==> src/rtl/vga_pkg.sv <==
`timescale 1ns/1ps
`default_nettype none
// ============================================================================
//  Module      : vga_pkg
//  Description : Screen geometry, coordinate/colour types and pixel record
//                shared by the VGA plotting path.
//  Revision    : 1.0 - initial release
// ============================================================================
package vga_pkg;

    localparam int SCREEN_W = 160;
    localparam int SCREEN_H = 120;

    typedef logic [7:0] coord_x_t;
    typedef logic [6:0] coord_y_t;
    typedef logic [2:0] colour_t;

    typedef struct packed {
        coord_x_t x;
        coord_y_t y;
        colour_t  colour;
    } pixel_t;

    function automatic logic on_screen(input coord_x_t x, input coord_y_t y);
        return (x < 8'(SCREEN_W)) && (y < 7'(SCREEN_H));
    endfunction

endpackage : vga_pkg
`default_nettype wire

==> src/rtl/plot_buffer.sv <==
`timescale 1ns/1ps
`default_nettype none
// ============================================================================
//  Module      : plot_buffer
//  Description : Small pixel FIFO between a plotting engine and a VGA adapter;
//                drops off-screen pixels and counts them.
//  Revision    : 1.0 - initial release
// ============================================================================
module plot_buffer
    import vga_pkg::*;
#(
    parameter int DEPTH = 4
) (
    input  logic       clk,
    input  logic       rst,
    input  logic       clear,
    input  logic [7:0] in_x,
    input  logic [6:0] in_y,
    input  logic [2:0] in_colour,
    input  logic       in_plot,
    output logic       in_ready,
    output logic [7:0] vga_x,
    output logic [6:0] vga_y,
    output logic [2:0] vga_colour,
    output logic       vga_plot,
    input  logic       vga_ready,
    output logic [15:0] clip_count,
    output logic       empty
);

    localparam int                 c_addr_w  = $clog2(DEPTH);
    localparam logic [c_addr_w:0]  c_full    = (c_addr_w+1)'(DEPTH);
    localparam logic [c_addr_w:0]  c_cnt_one = (c_addr_w+1)'(1);
    localparam logic [c_addr_w-1:0] c_ptr_one = (c_addr_w)'(1);
    localparam logic [15:0]        c_clip_max = 16'hFFFF;

    pixel_t                r_mem [DEPTH];
    logic [c_addr_w-1:0]   r_head;
    logic [c_addr_w-1:0]   r_tail;
    logic [c_addr_w:0]     r_count;
    logic [15:0]           r_clip_count;

    logic   w_full;
    logic   w_empty;
    logic   w_accept;
    logic   w_push;
    logic   w_clip;
    logic   w_pop;
    pixel_t w_in_pix;
    pixel_t w_head_pix;

    assign w_full   = (r_count == c_full);
    assign w_empty  = (r_count == '0);
    assign w_in_pix = '{x: in_x, y: in_y, colour: in_colour};

    // clear wins over everything in its cycle, so it masks accept and pop
    assign w_accept = in_plot && !w_full && !clear;
    assign w_push   = w_accept && on_screen(in_x, in_y);
    assign w_clip   = w_accept && !on_screen(in_x, in_y);
    assign w_pop    = !w_empty && vga_ready && !clear;

    always_ff @(posedge clk or posedge rst) begin
        if (rst) begin
            r_head  <= '0;
            r_tail  <= '0;
            r_count <= '0;
        end else if (clear) begin
            r_head  <= '0;
            r_tail  <= '0;
            r_count <= '0;
        end else begin
            if (w_push) begin
                r_tail <= r_tail + c_ptr_one;
            end
            if (w_pop) begin
                r_head <= r_head + c_ptr_one;
            end
            if (w_push && !w_pop) begin
                r_count <= r_count + c_cnt_one;
            end else if (w_pop && !w_push) begin
                r_count <= r_count - c_cnt_one;
            end
        end
    end

    always_ff @(posedge clk or posedge rst) begin
        if (rst) begin
            r_clip_count <= '0;
        end else if (w_clip && (r_clip_count != c_clip_max)) begin
            r_clip_count <= r_clip_count + 16'd1;
        end
    end

    // Storage is left unreset; the output mux below hides stale contents.
    always_ff @(posedge clk) begin
        if (w_push) begin
            r_mem[r_tail] <= w_in_pix;
        end
    end

    assign w_head_pix = r_mem[r_head];

    assign in_ready   = !w_full;
    assign empty      = w_empty;
    assign vga_plot   = !w_empty;
    assign vga_x      = w_empty ? '0 : w_head_pix.x;
    assign vga_y      = w_empty ? '0 : w_head_pix.y;
    assign vga_colour = w_empty ? '0 : w_head_pix.colour;
    assign clip_count = r_clip_count;

endmodule : plot_buffer
`default_nettype wire

==> config.mk <==
export PLATFORM = sky130hd
export DESIGN_NAME = plot_buffer
export DESIGN_NICKNAME = d
export VERILOG_FILES = /design/src/rtl/vga_pkg.sv /design/src/rtl/plot_buffer.sv
export SDC_FILE = /design/constraint.sdc
export NUM_CORES = 1
export LEC_CHECK = 0
export BUFFER_PORTS_ARGS = -buffer_cell sky130_fd_sc_hd__buf_2
export CORE_ASPECT_RATIO = 1.75
export CORE_MARGIN = 8
export CORE_UTILIZATION = 50
export CTS_CLUSTER_SIZE = 40
export DETAILED_ROUTE_END_ITERATION = 6
export GPL_ROUTABILITY_DRIVEN = 0
export GPL_TIMING_DRIVEN = 0
export PLACE_DENSITY = 0.68
export SLEW_MARGIN = 25
export SYNTH_ARGS = -nofsm -noshare
export SYNTH_HDL_FRONTEND = slang
export SYNTH_SLANG_ARGS = --single-unit
==> constraint.sdc <==
create_clock -name clk -period 3.07 [get_ports clk]
set_input_delay 0.1535 -clock clk [delete_from_list [all_inputs] [get_ports clk]]
set_output_delay 0.1535 -clock clk [all_outputs]
set_load 0.02 [all_outputs]
Word-level counts from Yosys, hierarchy flattened
Memories as Yosys holds them, arrays and structs flattened.
Cells that the tools add are included.

cells by class
  add/sub/neg operators = 5
  magnitude comparators = 2
  equality and inequality tests = 2
  muxes and demuxes = 12
  reductions and logical operators = 20

operator list
  operator               count
  $add 16x1->16 const B  1
  $ne 16x16->1 const B   1
  $mux 3                 4
  $logic_and 1x1->1      10
  $lt 8x8->1 const B     1
  $mux 2                 4
  $mux 8                 1
  $lt 7x7->1 const B     1
  $mux 7                 1
  $logic_not 1->1        6
  $add 2x1->2 const B    2
  $reduce_bool 2->1      2
  $add 3x1->3 const B    1
  $eq 3x3->1 const B     1
  $logic_not 3->1        1
  $reduce_bool 3->1      1
  $sub 3x1->3 const B    1
  $mux 1                 2

storage, ports and cells
  register bits after elaboration = 23
  bits in writable memories = 72
  input port bits = 23
  output and inout bits = 37
  word-level logic and storage cells = 46
  memories kept = 1

memory list
  memory  depth  bits a word  read ports  clocked after memory_dff  wr ports  line               source
  r_mem   4      18           1           0                         1         plot_buffer.sv:37  pixel_t r_mem [DEPTH];

Depth between registers and ports, before layout
  word-level depth = 10
  mapped depth = 9
  depth with buffers taken out = 9

Least setup slack after synthesis
Ideal clock, no wire load.

  path kind = reg2reg
  start point = register r_count[0]
  end point = register r_count[2]
  arrival = 1.862 ns
  data required time = 2.946 ns
  slack = 1.084 ns
  cell stages (with the launch flop) = 10
  path buffers = 0
  period minus slack after synthesis = 1.986 ns
  cells stage by stage = dfrtp_1 -> or3_1 -> and2_1 -> nor3_1 -> fa_1 -> inv_1 -> nand2_1 -> o21ai_0 -> a21oi_1 -> a21oi_1

between the ends
  word-level cells in the longest chain between the ends = 8
  elaborated cells on any way between the ends = 19
  classes of those cells = add/sub: 2; eq/ne: 1; mux: 3; reduce/logical: 13

RTL lines
  what                                                 line               source
  start, declared                                      plot_buffer.sv:40  logic [c_addr_w:0] r_count;
  start signal, assigned                               plot_buffer.sv:79  r_count <= r_count + c_cnt_one;
  start signal, assigned                               plot_buffer.sv:81  r_count <= r_count - c_cnt_one;
  branches (longest 8 deep; another with $sub 3x1->3)  n/a

Parallel ways; which one is timed is not known. The select of a mux whose other input is x is not followed.
A chain may end at the register's enable or synchronous reset.

Worst setup path in the final report
  start point = register r_count[2]
  end point = memory r_mem[1][7] (netlist name), enable pin

between the ends
  word-level cells in the longest chain between the ends = 7

RTL lines
  what                            line               source
  $eq 3x3->1                      plot_buffer.sv:52  assign w_full = (r_count == c_full);
  $logic_not 1->1                 plot_buffer.sv:57  assign w_accept = in_plot && !w_full && !clear;
  $logic_and 1x1->1 (2 in a row)  plot_buffer.sv:57
  $logic_and 1x1->1               plot_buffer.sv:58  assign w_push = w_accept && on_screen(in_x, in_y);
  $mux 1                          plot_buffer.sv:96  if (w_push) begin
  $mux 1 (not written as such)    plot_buffer.sv:97  r_mem[r_tail] <= w_in_pix;
  end, declared                   plot_buffer.sv:37

Every way passes these cells.

==> metrics.md <==
| Metric | Value |
|---|---|
| Setup Viol. Count Final | `0` |
| Yosys top cell area share | `0.540` |
| PD cells | `726 nW/um^2` |
| Crit path kind | `register to register` |
| Cell variety after synth | `38` |
| Layout cells sized above 1 | `0.317` |
| Leakage | `0.00185 uW` |
| Fin crit share | `0.794` |
| Worst IR Drop VDD | `0.000387 V` |
| Highest metal used | `met4` |
| Final-report hold violation count | `17` |
| Status | `finished with violations` |
| Crit-path leading delay family | `simple AND/OR/NAND/NOR gates` |
| # Max-Cap Violations | `0` |
| DIE WIDTH | `83.6 um` |
| Total track usage | `0.140` |
| Failing checks | `hold timing` |
| Total core area | `7860 sq um` |
| Hold WS | `-3.18 ps` |
| Crit-path max FO | `18` |
| Area leader, netlist | `edfxtp_1` |
| Drt via density | `5.46` |
| Antenna viol nets, final | `0` |
| Clock-pin transition on the worst setup and hold timing paths | `60 ps` |
| First-pass GRT wire length | `12300 um` |
| Dpl hpwl | `5070 um` |
| Largest family of logic cells by synthesized area | `multiplexers` |
| Slowest-stage cell, CP | `and2_1` |
| Post-synthesis compound-gate area fraction | `0.0256` |
| Simple-Gate Fraction of Synth Area | `0.102` |
| Buf/Inv on CP | `1` |
| Post_cts resized | `0` |
| FMAX | `0.410 GHz` |
| Postcts setup bufs | `0` |
| Fin Clk Skew | `7.35 ps` |
| Routed wl met3 | `254 um` |
| Worst path required time | `3020 ps` |
| Port Buffer Count | `59` |
| Sum Neg Setup Slack | `0 ps` |
| Drt first-iter violations | `151` |
| Final Non-Filler Cells | `402` |
| Asr flop ratio synth | `0.242` |
| Hold Crit Class | `input port to async pin` |
| WL/cell | `18.1 um` |
| Initial antenna violation count | `0` |
| First-pass iteration count of the detailed router | `4` |
| Mapped Cells | `237` |
| Clock sinks | `95` |
| FP Rows | `43` |
| Drt drc | `0` |
| Grt ovf | `0` |
| CTS buffer count | `9` |
| Area growth, synth to finish | `17.8%` |
| Post-synth EDFFs | `72` |
| Die ar. | `11200 sq um` |
| Arr. time, crit path | `2390 ps` |
| Largest net degree at the start of global routing | `24` |
| #FFs+latches synth | `95` |
| Diode count | `0` |
| Worst slew margin | `0.353` |
| Post-synthesis area per instance | `16.9 sq um` |
| Synth Warn # | `0` |
| DR vias | `2195` |
| Final net count | `336` |
| Cell Area, Synth | `4000 sq um` |
| Die Y-Extent | `134 um` |
| Routed met2 length | `3920 um` |
| WL met1 | `2980 um` |
| Vias in the first global route | `2446` |
| Sequential area share after synthesis | `0.684` |
| DP Cell Count | `386` |
| CTS root buffer | `clkbuf_16` |
| Clock latency on the worst-skew pair | `330 ps` |
| RSZ-0062 raised after global routing | `no` |
| Worst stage delay on the critical path | `830 ps` |
| Synth Area in XOR/XNOR | `0.0328` |
| Commonest non-fill, non-tap cell in the layout | `edfxtp_1` |
| CTS hold repair buffers | `0` |
| Longest Clk Path Bufs | `2` |
| Multiplexer share of the synthesized area | `0.118` |
| Startpoint type of the worst setup path | `register` |
| Ys flop type | `edfxtp_1` |
| H-tree lvl count | `3` |
| CTS tree | `done` |
| Commonest cells after routing, fill and taps aside | `72 x edfxtp_1, 62 x buf_2, 23 x and2_1, 23 x dfrtp_1, 18 x mux4_2` |
| Crit-path cells | `nor3b_1 > nor4bb_1 > clkbuf_1 > and2_1` |
| I/O pin count | `60` |
| Synth area leaders | `edfxtp_1 54%, dfrtp_1 14%, mux4_2 10%, and2_1 3.6%, xnor2_1 2.0%` |
| Worst slew pin tran | `971 ps` |
| Initial Utilization | `0.510` |
| Final wirelength | `7290 um` |
| Adder-cell share of the synthesized area | `0.0206` |
| Crit. End Element | `register` |
| Min cycle time layout | `2440 ps` |
| Syn_nets | `266` |
| Slew Viols, Final | `0` |
-- state kept, by name (all words and copies together), names as in the netlist --
name,flops
clip_count,16
r_tail,2
r_mem,72
r_head,2
r_count,3
-- cells by family (layout without fill, tap and decap cells) --
family,after synthesis,after routing
adder cells (fa/ha/maj),6,6
AO/OA/AOI/OAI,13,13
XOR/XNOR,15,15
buffers and inverters,16,91
AND/OR/NAND/NOR,68,68
multiplexers,24,24
flip-flops,95,95
-- cells in the mapped netlist, drive strengths merged (2+ instances only) --
cell / number
a21oi: 4
and2: 23
and3: 6
and4: 4
buf: 4
clkbuf: 4
dfrtp: 23
edfxtp: 72
ha: 5
inv: 8
mux2: 4
mux2i: 2
mux4: 18
nand2: 10
nand2b: 3
nand3: 4
nand4: 6
nor2: 4
nor2b: 2
nor3: 2
o21ai: 3
o22ai: 2
xnor2: 9
xor2: 6
-- layout make-up --
class | instances | area [sq um]
Fill cell | 621 | 3140
Sequential cell | 95 | 2740
Multi-Input combinational cell | 126 | 1190
Timing Repair Buffer | 59 | 295
Clock buffer | 11 | 233
Tap cell | 90 | 113
Clock inverter | 5 | 72.6
Buffer | 8 | 41.3
Inverter | 8 | 30.0
-- per-layer routing --
layer / global-route usage / vias to the layer above
met5: 0 / -
met4: 0.0579 / 0
met1: 0.156 / 1095
met3: 0.0401 / 8
li1: - / 1042
met2: 0.244 / 50
-- path summary, 6_finish.rpt --
check	start	cells past startpoint	slack (ps)	end
setup / recovery	r_count[2]$_DFFE_PP0P_	4	630	r_mem[1][7]$_DFFE_PP_
hold / removal	rst	2	-3	clip_count[0]$_DFFE_PP0P_
setup reg to reg	r_count[2]$_DFFE_PP0P_	4	630	r_mem[1][7]$_DFFE_PP_
hold reg to reg	clip_count[4]$_DFFE_PP0P_	1	500	clip_count[4]$_DFFE_PP0P_
max in group asynchronous	rst	2	2540	clip_count[10]$_DFFE_PP0P_
min in group clk	in_y[1]	1	40	r_mem[1][4]$_DFFE_PP_
-- through the flow --
step | hold slack [ps] | total power [uW] | setup WS, ps | area [sq um] | util
4_1_cts | 21.2 | 3480 | 576 | 4720 | 0.600
6_report | -3.18 | 3420 | 631 | 4720 | 0.600
3_3_place_gp | 367 | 2330 | 460 | 4410 | 0.561
5_1_grt | 24.7 | 3600 | 443 | 4720 | 0.600
3_5_place_dp | 376 | 2340 | 453 | 4410 | 0.561
2_1_floorplan | 155 | 2080 | 1080 | 4000 | -
-- where the power goes --
part	switching, uW	internal, uW
Sequential	56.0	1450
Clock	424	707
Combinational	459	324
Total	939	2480
Note: power is estimated with default switching activity, not from simulation.
